===== config.mk =====
export PLATFORM = sky130hd
export DESIGN_NAME = tinyalu_scheduler
export DESIGN_NICKNAME = d
export VERILOG_FILES = /design/src/rtl/tinyalu_sched_pkg.sv /design/src/rtl/tinyalu_rr_grant.sv /design/src/rtl/tinyalu_scheduler.sv
export SDC_FILE = /design/constraint.sdc
export NUM_CORES = 1
export LEC_CHECK = 0
export ABC_AREA = 1
export BUFFER_PORTS_ARGS = -buffer_cell sky130_fd_sc_hd__buf_4
export CAP_MARGIN = 10
export CORE_MARGIN = 1
export CORE_UTILIZATION = 50
export CTS_CLUSTER_DIAMETER = 80
export DETAILED_ROUTE_END_ITERATION = 6
export PLACE_DENSITY = 0.95
export REMOVE_ABC_BUFFERS = 1
export SLEW_MARGIN = 30
export SYNTH_ARGS = -nofsm -noshare
export SYNTH_HDL_FRONTEND = slang
export SYNTH_HIERARCHICAL = 1
export SYNTH_SLANG_ARGS = --single-unit

===== constraint.sdc =====
create_clock -name clk -period 4.1 [get_ports clk]
set_input_delay 0.205 -clock clk [delete_from_list [all_inputs] [get_ports clk]]
set_output_delay 0.205 -clock clk [all_outputs]
set_load 0.1 [all_outputs]

===== src/rtl/tinyalu_sched_pkg.sv =====
// tinyalu_sched_pkg: shared state, opcode and command types for the TinyALU scheduler
package tinyalu_sched_pkg;
  typedef enum logic [1:0] {IDLE, ISSUE, RESP} state_t;
  localparam logic [2:0] OP_NOP = 3'b000;
  localparam logic [2:0] OP_ADD = 3'b001;
  localparam logic [2:0] OP_AND = 3'b010;
  localparam logic [2:0] OP_XOR = 3'b011;
  localparam logic [2:0] OP_MUL = 3'b100;
  typedef struct packed {
    logic [7:0] a;
    logic [7:0] b;
    logic [2:0] op;
  } cmd_t;
endpackage


===== src/rtl/tinyalu_rr_grant.sv =====
// tinyalu_rr_grant: combinational round-robin pick of the first request at or after the pointer
module tinyalu_rr_grant #(
  parameter int N = 4,
  localparam int IW = $clog2(N)
) (
  input  logic [N-1:0]  i_req,
  input  logic [IW-1:0] i_ptr,
  output logic [N-1:0]  o_grant,
  output logic [IW-1:0] o_idx,
  output logic          o_any
);
  logic [IW-1:0] w_j;
  // scan from the farthest offset back to the pointer so the nearest valid requester wins
  always_comb begin
    o_grant = '0;
    o_idx = '0;
    w_j = '0;
    for (int k = N - 1; k >= 0; k--) begin
      w_j = IW'((int'(i_ptr) + k) % N);
      if (i_req[w_j]) begin
        o_grant = '0;
        o_grant[w_j] = 1'b1;
        o_idx = w_j;
      end
    end
  end
  assign o_any = |i_req;
endmodule


===== src/rtl/tinyalu_scheduler.sv =====
// tinyalu_scheduler: round-robin sharing of one TinyALU between NUM_REQ requesters; optional watchdog via TINYALU_SCHED_WATCHDOG_EN
module tinyalu_scheduler
  import tinyalu_sched_pkg::*;
#(
  parameter int NUM_REQ = 4,
  parameter int TIMEOUT_CYCLES = 15,
  localparam int IW = $clog2(NUM_REQ)
) (
  input  logic                 clk,
  input  logic                 reset_n,
  input  logic [NUM_REQ-1:0]   req_valid,
  output logic [NUM_REQ-1:0]   req_ready,
  input  logic [8*NUM_REQ-1:0] req_a,
  input  logic [8*NUM_REQ-1:0] req_b,
  input  logic [3*NUM_REQ-1:0] req_op,
  output logic                 rsp_valid,
  input  logic                 rsp_ready,
  output logic [IW-1:0]        rsp_id,
  output logic [15:0]          rsp_result,
  output logic                 rsp_error,
  output logic [7:0]           alu_a,
  output logic [7:0]           alu_b,
  output logic [2:0]           alu_op,
  output logic                 alu_start,
  input  logic                 alu_done,
  input  logic [15:0]          alu_result
);
  state_t r_state, w_next;
  cmd_t r_cmd, w_cmd;
  logic [IW-1:0] r_ptr, r_id, w_idx;
  logic [NUM_REQ-1:0] w_grant;
  logic w_any, w_accept, w_expire, r_start, r_rsp_valid;
  logic [15:0] r_result;

  tinyalu_rr_grant #(.N(NUM_REQ)) u_grant (
    .i_req(req_valid),
    .i_ptr(r_ptr),
    .o_grant(w_grant),
    .o_idx(w_idx),
    .o_any(w_any)
  );

  assign w_cmd = '{a: req_a[8*w_idx +: 8], b: req_b[8*w_idx +: 8], op: req_op[3*w_idx +: 3]};
  assign w_accept = (r_state == IDLE) && w_any;

  // next state and the combinational accept strobe; a NOP skips the ALU entirely
  always_comb begin
    req_ready = (r_state == IDLE) ? w_grant : '0;
    w_next = (r_state == IDLE) ? (w_any ? ((w_cmd.op == OP_NOP) ? RESP : ISSUE) : IDLE) :
             (r_state == ISSUE) ? ((alu_done || w_expire) ? RESP : ISSUE) :
             (rsp_ready ? IDLE : RESP);
  end

  // state, registered ALU/response outputs, command capture and pointer advance
  always_ff @(posedge clk or negedge reset_n) begin
    if (!reset_n) begin
      r_state <= IDLE;
      r_ptr <= '0;
      r_cmd <= '0;
      r_id <= '0;
      r_result <= '0;
      r_start <= 1'b0;
      r_rsp_valid <= 1'b0;
    end else begin
      r_state <= w_next;
      r_start <= (w_next == ISSUE);
      r_rsp_valid <= (w_next == RESP);
      if (w_accept) begin
        r_cmd <= w_cmd;
        r_id <= w_idx;
        r_ptr <= (w_idx == IW'(NUM_REQ - 1)) ? '0 : w_idx + IW'(1);
        r_result <= '0;
      end
      if (r_state == ISSUE && alu_done) r_result <= alu_result;
    end
  end

  assign alu_start = r_start;
  assign alu_a = r_cmd.a;
  assign alu_b = r_cmd.b;
  assign alu_op = r_cmd.op;
  assign rsp_valid = r_rsp_valid;
  assign rsp_id = r_id;
  assign rsp_result = r_result;

`ifdef TINYALU_SCHED_WATCHDOG_EN
  localparam int WW = $clog2(TIMEOUT_CYCLES + 1);
  logic [WW-1:0] r_wd;
  logic r_error;
  assign w_expire = (r_wd == WW'(TIMEOUT_CYCLES - 1));
  assign rsp_error = r_error;
  // count ISSUE cycles; expiry flags an error unless alu_done lands in the same cycle
  always_ff @(posedge clk or negedge reset_n) begin
    if (!reset_n) begin
      r_wd <= '0;
      r_error <= 1'b0;
    end else begin
      r_wd <= (r_state == ISSUE && w_next == ISSUE) ? r_wd + WW'(1) : '0;
      if (w_accept) r_error <= 1'b0;
      else if (r_state == ISSUE && !alu_done && w_expire) r_error <= 1'b1;
    end
  end
`else
  assign w_expire = 1'b0;
  assign rsp_error = 1'b0;
`endif
endmodule

==> summary by stage, run 1 <==
Status
The run finished with clean final reports.

Finish
The net count of the finished layout is 619. From synthesis to final layout, the design area changed by 39.9%. After filler insertion, the fill cell instance count of the layout stands at 427.

Of the cells placed in the final design, the portion with a size suffix greater than 1 is 0.394. The library cells used most frequently in the layout, excluding fill and tap cells, are 144 x sky130_fd_sc_hd__buf_4, 74 x sky130_fd_sc_hd__nand2_1, 47 x sky130_fd_sc_hd__nor2_1. Once layout is complete, the utilization of the core stands at 0.730.

The most frequent standard cell in the layout excluding fill and tap cells is sky130_fd_sc_hd__buf_4. The number of diodes added for antenna fixing is 0.

Synthesis
The average cell area after synthesis is 7.63 µm². By area the synthesized netlist is led by sky130_fd_sc_hd__dfrtp_1 37%, sky130_fd_sc_hd__nand2_1 9.6%, sky130_fd_sc_hd__nor2_1 6.1%. The share of the Yosys chip area taken by registers is 0.372. The synthesis warning total is 6. The area share of the largest cell type after synthesis is 0.372.

In this run, distinct cell masters in the synthesized netlist total 31. In this run the cell area of the synthesized design comes to 2890 µm². The largest area contributor in the synthesized netlist is sky130_fd_sc_hd__dfrtp_1.

The most used flip-flop cell after synthesis is sky130_fd_sc_hd__dfrtp_1. Synthesis handed over a netlist of 379 instances. Synthesis inferred 43 register bits.

The count of flip-flops with a built-in enable after synthesis is 0. The post-synthesis async set-or-reset flop share is 1.00.

Setup path
The critical path startpoint category is a flop. Setup slack on the worst reg-to-reg path comes out at 1.05 ns. By instance count, the cell type seen most on the critical path is sky130_fd_sc_hd__nand2_1.

Data on the critical path arrives at its endpoint at 3.22 ns. The launch point of the critical path is r_ptr[0]$_DFFE_PN0P_. The gate family responsible for the most delay along the worst path is buffers and inverters. The depth of the most critical reg-to-reg path is 15.

Along the worst path, the maximum fanout reaches 40. The worst setup path is of the flop to flop kind. The endpoint identified for the worst register-to-register timing path is rsp_valid$_DFF_PN0_.

Among all stages on the critical path, the largest delay is contributed by sky130_fd_sc_hd__dfrtp_1. Together, buffers and inverters on the worst path number 5. The reg-to-reg critical path startpoint is r_ptr[0]$_DFFE_PN0P_. The critical path goes through inv_2, ha_1, inv_1, nand3_2, nand2_4, inv_4, a21oi_1, o21ai_2, buf_4, inv_2, nand2_1, nand3_1, nand2_1, nand2_1, o21bai_1. The data required time of the critical path is 4.27 ns. In this design, the stage delay of the slowest critical-path cell is 0.59 ns. The endpoint kind of the worst setup timing path is a flop.

GRT
The via count of the first global-routing pass was 2,916. For this run, the total global-route usage over all layers was measured as 0.272. The first global-routing pass estimated 13,100 µm of wire. The aggregate global routing overflow is 0. Entering global routing, the biggest net connects 44 pins.

The number of antenna violations at the first check in global routing was 0.

CTS
Gates resized during post-CTS repair numbered 0. The CTS tree is done. The clock tree synthesis step divided the H-tree into 2 levels. Clock-pin slew was measured on the worst setup and hold paths at 0.08 ns. The number of sinks on the clock net is 43. The root buffer cell chosen for the clock tree is sky130_fd_sc_hd__clkbuf_8.

The post-CTS setup buffer count is 0. The clock reaches the later pin of the worst-skew pair after 0.29 ns. The number of buffers on the longest clock path is 2. The TritonCTS buffer count is 5.

Routing
The average detailed-routed wire length per instance is 14.1 µm. The number of design rule violations left after detail routing is 0. The detailed router placed 3,088 vias in this run. Before antenna repair, the detailed router went through 5 iterations. The antenna violation net count after detailed routing is 0.

The detailed router's first-iteration violation count is 168. After detailed routing, the total wire length is 8220 µm. The via density per instance is 5.31.

Hold path
The worst hold path terminates at rsp_result[13]$_DFFE_PN0P_. The number of cells traversed by the worst hold path is 3. The tightest min-delay check is of the input pin to flop type. The worst hold path begins at alu_result[13].

STA
The achievable clock frequency is 327 MHz. The worst-margin pin slew is 0.717 ns. The number of endpoints with negative hold slack in the final report was 0.

The number of setup violations in the final report is 0. On the final layout, the worst clock skew is 0.00566 ns. The smallest setup slack after layout is 1.05 ns. The minimum clock period is 3.05 ns. After routing, the total negative slack on setup checks comes to 0 ns. In the finished design, the share of the clock period the worst path needs comes to 0.745. The number of slew-limit violations in the final report is 0. The remaining max-slew budget at the tightest pin is 0.521. Setup repair after global routing left no endpoint under its margin.

Floorplan
Measured along the x axis, the die boundary spans 78.0 µm. The standard-cell row count is 27. For this configuration, the core starts out at a cell density of 0.522. In this run the vertical extent of the chip is 78.0 µm. The die covers 6090 µm². The area of the core region is 5540 µm². The number of top-level design ports is 144.

Placement
The number of buffers inserted by port buffering is 142. The placer congestion estimate is 0.924. The pre-CTS setup slack is 1.06 ns. The placed wire-length estimate is 6190 µm.

Flow run
Max-cap violations in this run came to 0.
worst max-delay path by stage:
stage                                 endpoint  slack, ns  depth (start not counted)
after floorplan            alu_start$_DFF_PN0_       0.42                         15
after global placement    alu_b[0]$_DFFE_PN0P_       1.19                          9
after detailed placement  alu_a[4]$_DFFE_PN0P_       1.06                          9
after CTS                 alu_a[4]$_DFFE_PN0P_       1.02                          9
after global routing       rsp_valid$_DFF_PN0_       0.70                         16
final                      rsp_valid$_DFF_PN0_       1.05                         15
tightest hold or removal path, stage by stage:
cell and delay [ns]:
sky130_fd_sc_hd__buf_4 0.11, sky130_fd_sc_hd__inv_1 0.06, sky130_fd_sc_hd__o21ai_2 0.05
synthesized netlist by cell type (all sizes together), types with 5 or more instances:
| master | n |
|---|---|
| inv | 41 |
| buf | 18 |
| o211ai | 18 |
| ha | 9 |
| or2 | 11 |
| nor2 | 49 |
| o21ai | 46 |
| dfrtp | 43 |
| o22ai | 7 |
| a21oi | 5 |
| nand3 | 39 |
| nand2 | 82 |
registers in the layout (all words and copies together) (netlist names):
signal / flops
alu_op: 3
alu_a: 8
r_ptr: 2
alu_start: 1
rsp_valid: 1
alu_b: 8
rsp_result: 16
rsp_id: 2
r_state: 2
logic make-up (layout without fill, tap and decap cells):
kind of cell / Yosys count / count (layout) / share of synthesized area
AOI/OAI and AO/OA: 81 / 81 / 0.175
adders and majority gates: 9 / 9 / 0.0389
buffers and inverters: 62 / 193 / 0.100
DFF: 43 / 43 / 0.372
other: 1 / 1 / 0.00130
and+or+nand+nor: 183 / 183 / 0.312
final cells by class:
type | instances | area, µm² | share of cell area
Tap cell | 72 | 90.1 | 0.0223
Clock buffer | 6 | 72.6 | 0.0179
Multi-Input combinational cell | 274 | 1530 | 0.378
Timing Repair Buffer | 145 | 1090 | 0.270
Clock inverter | 1 | 30.0 | 0.00742
Inverter | 41 | 156 | 0.0387
Sequential cell | 43 | 1080 | 0.266
what timing repair did:
item,CTS,global route
hold endpoints to repair,43,0
hold buffers,1,0
endpoints found under the setup margin,0,0
per-layer routing:
metal  GRT usage  wire length [µm]  up-vias
met5           0                 0        -
met4       0.104               248        0
met3      0.0488               556       22
met2       0.497              4280      141
met1       0.313              3140     1436
li1            -                 -     1489
through the flow:
step / hold WS [ns] / std cells / instance area, µm²
6_report: 0.160 / 582 / 4050
3_3_place_gp: 0.222 / 574 / 3930
3_5_place_dp: 0.229 / 574 / 3930
5_1_grt: 0.152 / 582 / 4050
4_1_cts: 0.154 / 582 / 4050
2_1_floorplan: -0.0906 / 358 / 2760
Power of run 1 is not shown: default switching activity piles up to over one toggle a cycle in this logic, so the estimate is an artifact.
==> inputs of run 2 (changes only) <==
--- a/config.mk
+++ b/config.mk
@@ -9,10 +9,10 @@
 export BUFFER_PORTS_ARGS = -buffer_cell sky130_fd_sc_hd__buf_4
 export CAP_MARGIN = 10
 export CORE_MARGIN = 1
-export CORE_UTILIZATION = 50
+export CORE_UTILIZATION = 42
 export CTS_CLUSTER_DIAMETER = 80
 export DETAILED_ROUTE_END_ITERATION = 6
-export PLACE_DENSITY = 0.95
+export PLACE_DENSITY = 0.88
 export REMOVE_ABC_BUFFERS = 1
 export SLEW_MARGIN = 30
 export SYNTH_ARGS = -nofsm -noshare
==> constraint.sdc (replaced) <==
create_clock -name clk -period 2.8 [get_ports clk]
set_input_delay 0.14 -clock clk [delete_from_list [all_inputs] [get_ports clk]]
set_output_delay 0.14 -clock clk [all_outputs]
set_load 0.1 [all_outputs]
==> run 2 against run 1 <==
Against the previous run: the run now ends with DRC left; count of clock-buffer cells in the layout stayed put; non-clock buffer count up 6; maximum frequency is 23% higher; setup slack worse by 0.74 ns; routed wire length fell by 2.3%; register-to-register slack worse by 0.74 ns; clock skew rose by 0.0074 ns; first-iteration DRC count up 1.8%; highest routed layer unchanged; largest cell class unchanged; cell area up 1.2%; worst hold slack got worse by 0.069 ns; die area up 19%; via count is 3.3% lower.
==> summary by stage, run 2 (synthesis gave the netlist of run 1 again) <==
STA
The worst-margin pin slew is 0.749 ns (+0.0317 ns). The clock tree skew after final layout was 0.0130 ns (+0.00738 ns). The number of setup violations in the final report came to 0 (unchanged). Setup repair after global routing left no endpoint under its margin. The remaining max-slew budget at the tightest pin is 0.500 (-0.0211). The minimum hold slack is 0.0914 ns (-0.0690 ns).

The minimum clock period was 2.49 ns (-0.563 ns). The final period utilization is 0.890 (+0.145). The achievable clock frequency is 401 MHz (+23%).

The number of endpoints with negative hold slack in the final report is 0 (unchanged). The number of slew-limit violations in the final report came to 0 (unchanged).

Finish
The relative area change from synthesis to final layout is 41.6%. The flip-flop count of the largest register, all copies and words added is 16 (unchanged). The number of filler cells placed in the layout is 592 (+39%). The most frequent standard cell in the layout excluding fill and tap cells is sky130_fd_sc_hd__buf_4. The fraction of layout cells with a size suffix above 1 came to 0.404 (+0.0101). The top cell types in the final layout, fill and taps aside, are 149 x sky130_fd_sc_hd__buf_4, 74 x sky130_fd_sc_hd__nand2_1, 47 x sky130_fd_sc_hd__nor2_1.

The final-stage net count was 625 (+0.97%). The share of the core filled with cells is 0.631 (-0.0996). The number of diodes added for antenna fixing was 0 (unchanged).

Routing
The number of design rule violations left after detail routing is 5 (+5). The total routed wirelength was 8030 µm (-2.3%). The via total after detailed routing is 2,986 (-3.3%). The average detailed-routed wire length per instance was 13.5 µm (-4.3%). The antenna violation net count after detailed routing is 0 (unchanged). The via density per instance is 5.03 (-5.3%). The first-pass iteration count of the detailed router came to 7 (+2). The detailed router's first-iteration violation count is 171 (+1.8%).

GRT
The largest net degree at the start of global routing is 44 (unchanged). The aggregate global routing overflow is 0 (unchanged). The via count of the first global-routing pass came to 2,937 (+0.72%). The wire length of the first global-routing pass is 13,100 µm (+0.37%).

The total routing resource utilization after global routing was 0.226 (-0.0453). The number of antenna violations at the first check in global routing is 0 (unchanged).

Status
The flow ran to the end, but the final reports show violations. The checks that failed: DRC.

Floorplan
The area of the die is 7220 µm² (+19%). The standard-cell row count is 29 (+7.4%). The vertical die dimension was 85.0 µm (+8.9%).

The initial core utilization is 0.445 (-0.0767). The area of the core region was 6490 µm² (+17%). The number of top-level design ports is 144 (unchanged).

The die outline width was 85.0 µm (+8.9%).

Setup path
The signal on the critical path passes through inv_1, ha_1, inv_1, nand3_2, nand2_4, inv_4, a21oi_1, o21ai_2, buf_4, or2_2, o21ai_0, o211ai_1. The buffer and inverter count on the worst path is 4 (-1). The worst setup path is captured at a flop. The signal arrival time at the worst endpoint is 2.65 ns (-0.57 ns). The cell repeated most along the worst path is sky130_fd_sc_hd__inv_1. The gate family responsible for the most delay along the worst path is buffers and inverters.

The data required time of the critical path is 2.96 ns (-1.31 ns). The largest stage delay on the critical path is 0.47 ns (-0.12 ns). The critical-path maximum fanout is 24 (-40%). The worst setup path is launched from a flop. The critical path is of the flop to flop type. The library cell contributing the largest single delay on the critical path is sky130_fd_sc_hd__dfrtp_2.

Placement
The placed wire-length estimate came to 6210 µm (+0.37%). The number of buffers inserted by port buffering was 142 (unchanged). The placer congestion estimate is 0.888 (-3.9%).

CTS
The number of sinks on the clock net was 43 (unchanged). The H-tree depth was 2 (unchanged). CTS placed an instance of sky130_fd_sc_hd__clkbuf_8 at the clock tree root. TritonCTS built the clock tree.

The post-CTS setup buffer count was 0 (unchanged). The number of buffers on the longest clock path came to 2 (unchanged). The TritonCTS buffer count was 5 (unchanged). The worst-skew pair later-pin latency is 0.29 ns (about the same). The clock transition at the registers of the reported paths is 0.09 ns (about the same).

Hold path
The worst hold path class is input pin to flop.

Flow run
The max-capacitance violation count is 0 (unchanged).
run 2: cell count changes in the layout (fill, tap and decap cells not counted), sizes merged:
| cell | change |
|---|---|
| buf | +6 |
| bufinv | -1 |
| clkinv | +1 |
| clkinvlp | +1 |
run 2: repair_timing:
action,in CTS,in global routing
hold buffers,1,0
resized for setup,0,3
endpoints found under the hold margin,43,0
endpoints found under the setup margin,0,7
run 2: area by class of cell:
cell class | count | area, µm² | area share
clock buffers | 6 | 72.6 | 0.0177
clock inverters | 2 | 12.5 | 0.00306
inverters | 41 | 159 | 0.0388
multi-input cells | 274 | 1530 | 0.373
flip-flops and latches | 43 | 1080 | 0.263
well taps | 77 | 96.3 | 0.0235
repair buffers | 151 | 1150 | 0.280
run 2: tightest hold or removal path, stage by stage:
cell	delay, ns
sky130_fd_sc_hd__buf_4	0.10
sky130_fd_sc_hd__inv_1	0.05
sky130_fd_sc_hd__o21ai_2	0.05
run 2: per-layer routing:
| layer | global-route usage | up-vias | wire length (µm) |
|---|---|---|---|
| li1 | - | 1505 | - |
| met1 | 0.277 | 1361 | 3370 |
| met2 | 0.402 | 109 | 4120 |
| met3 | 0.0428 | 11 | 415 |
| met4 | 0.0709 | 0 | 125 |
| met5 | 0 | - | 0 |
run 2: final timing paths:
kind	slack, ns	to	from	depth (start not counted)
setup / recovery	0.31	alu_b[1]$_DFFE_PN0P_	r_ptr[1]$_DFFE_PN0P_	12
hold reg to reg	0.50	alu_a[0]$_DFFE_PN0P_	alu_a[0]$_DFFE_PN0P_	2
max in group asynchronous	2.02	r_ptr[1]$_DFFE_PN0P_	reset_n	2
setup reg to reg	0.31	alu_b[1]$_DFFE_PN0P_	r_ptr[1]$_DFFE_PN0P_	12
min in group asynchronous	0.37	rsp_result[8]$_DFFE_PN0P_	reset_n	2
hold / removal	0.09	rsp_result[10]$_DFFE_PN0P_	alu_result[10]	3
run 2: metrics by stage:
stage               TNS (ns)  cells  instance area [µm²]  worst slack (ns)
floorplan             -21.04    358                 2760            -0.884
global placement           0    585                 4000             0.368
detailed placement         0    585                 4000             0.222
CTS                        0    594                 4090             0.199
global route               0    594                 4100            0.0680
finish                     0    594                 4100             0.308
Power of run 2 is left out for the same reason.
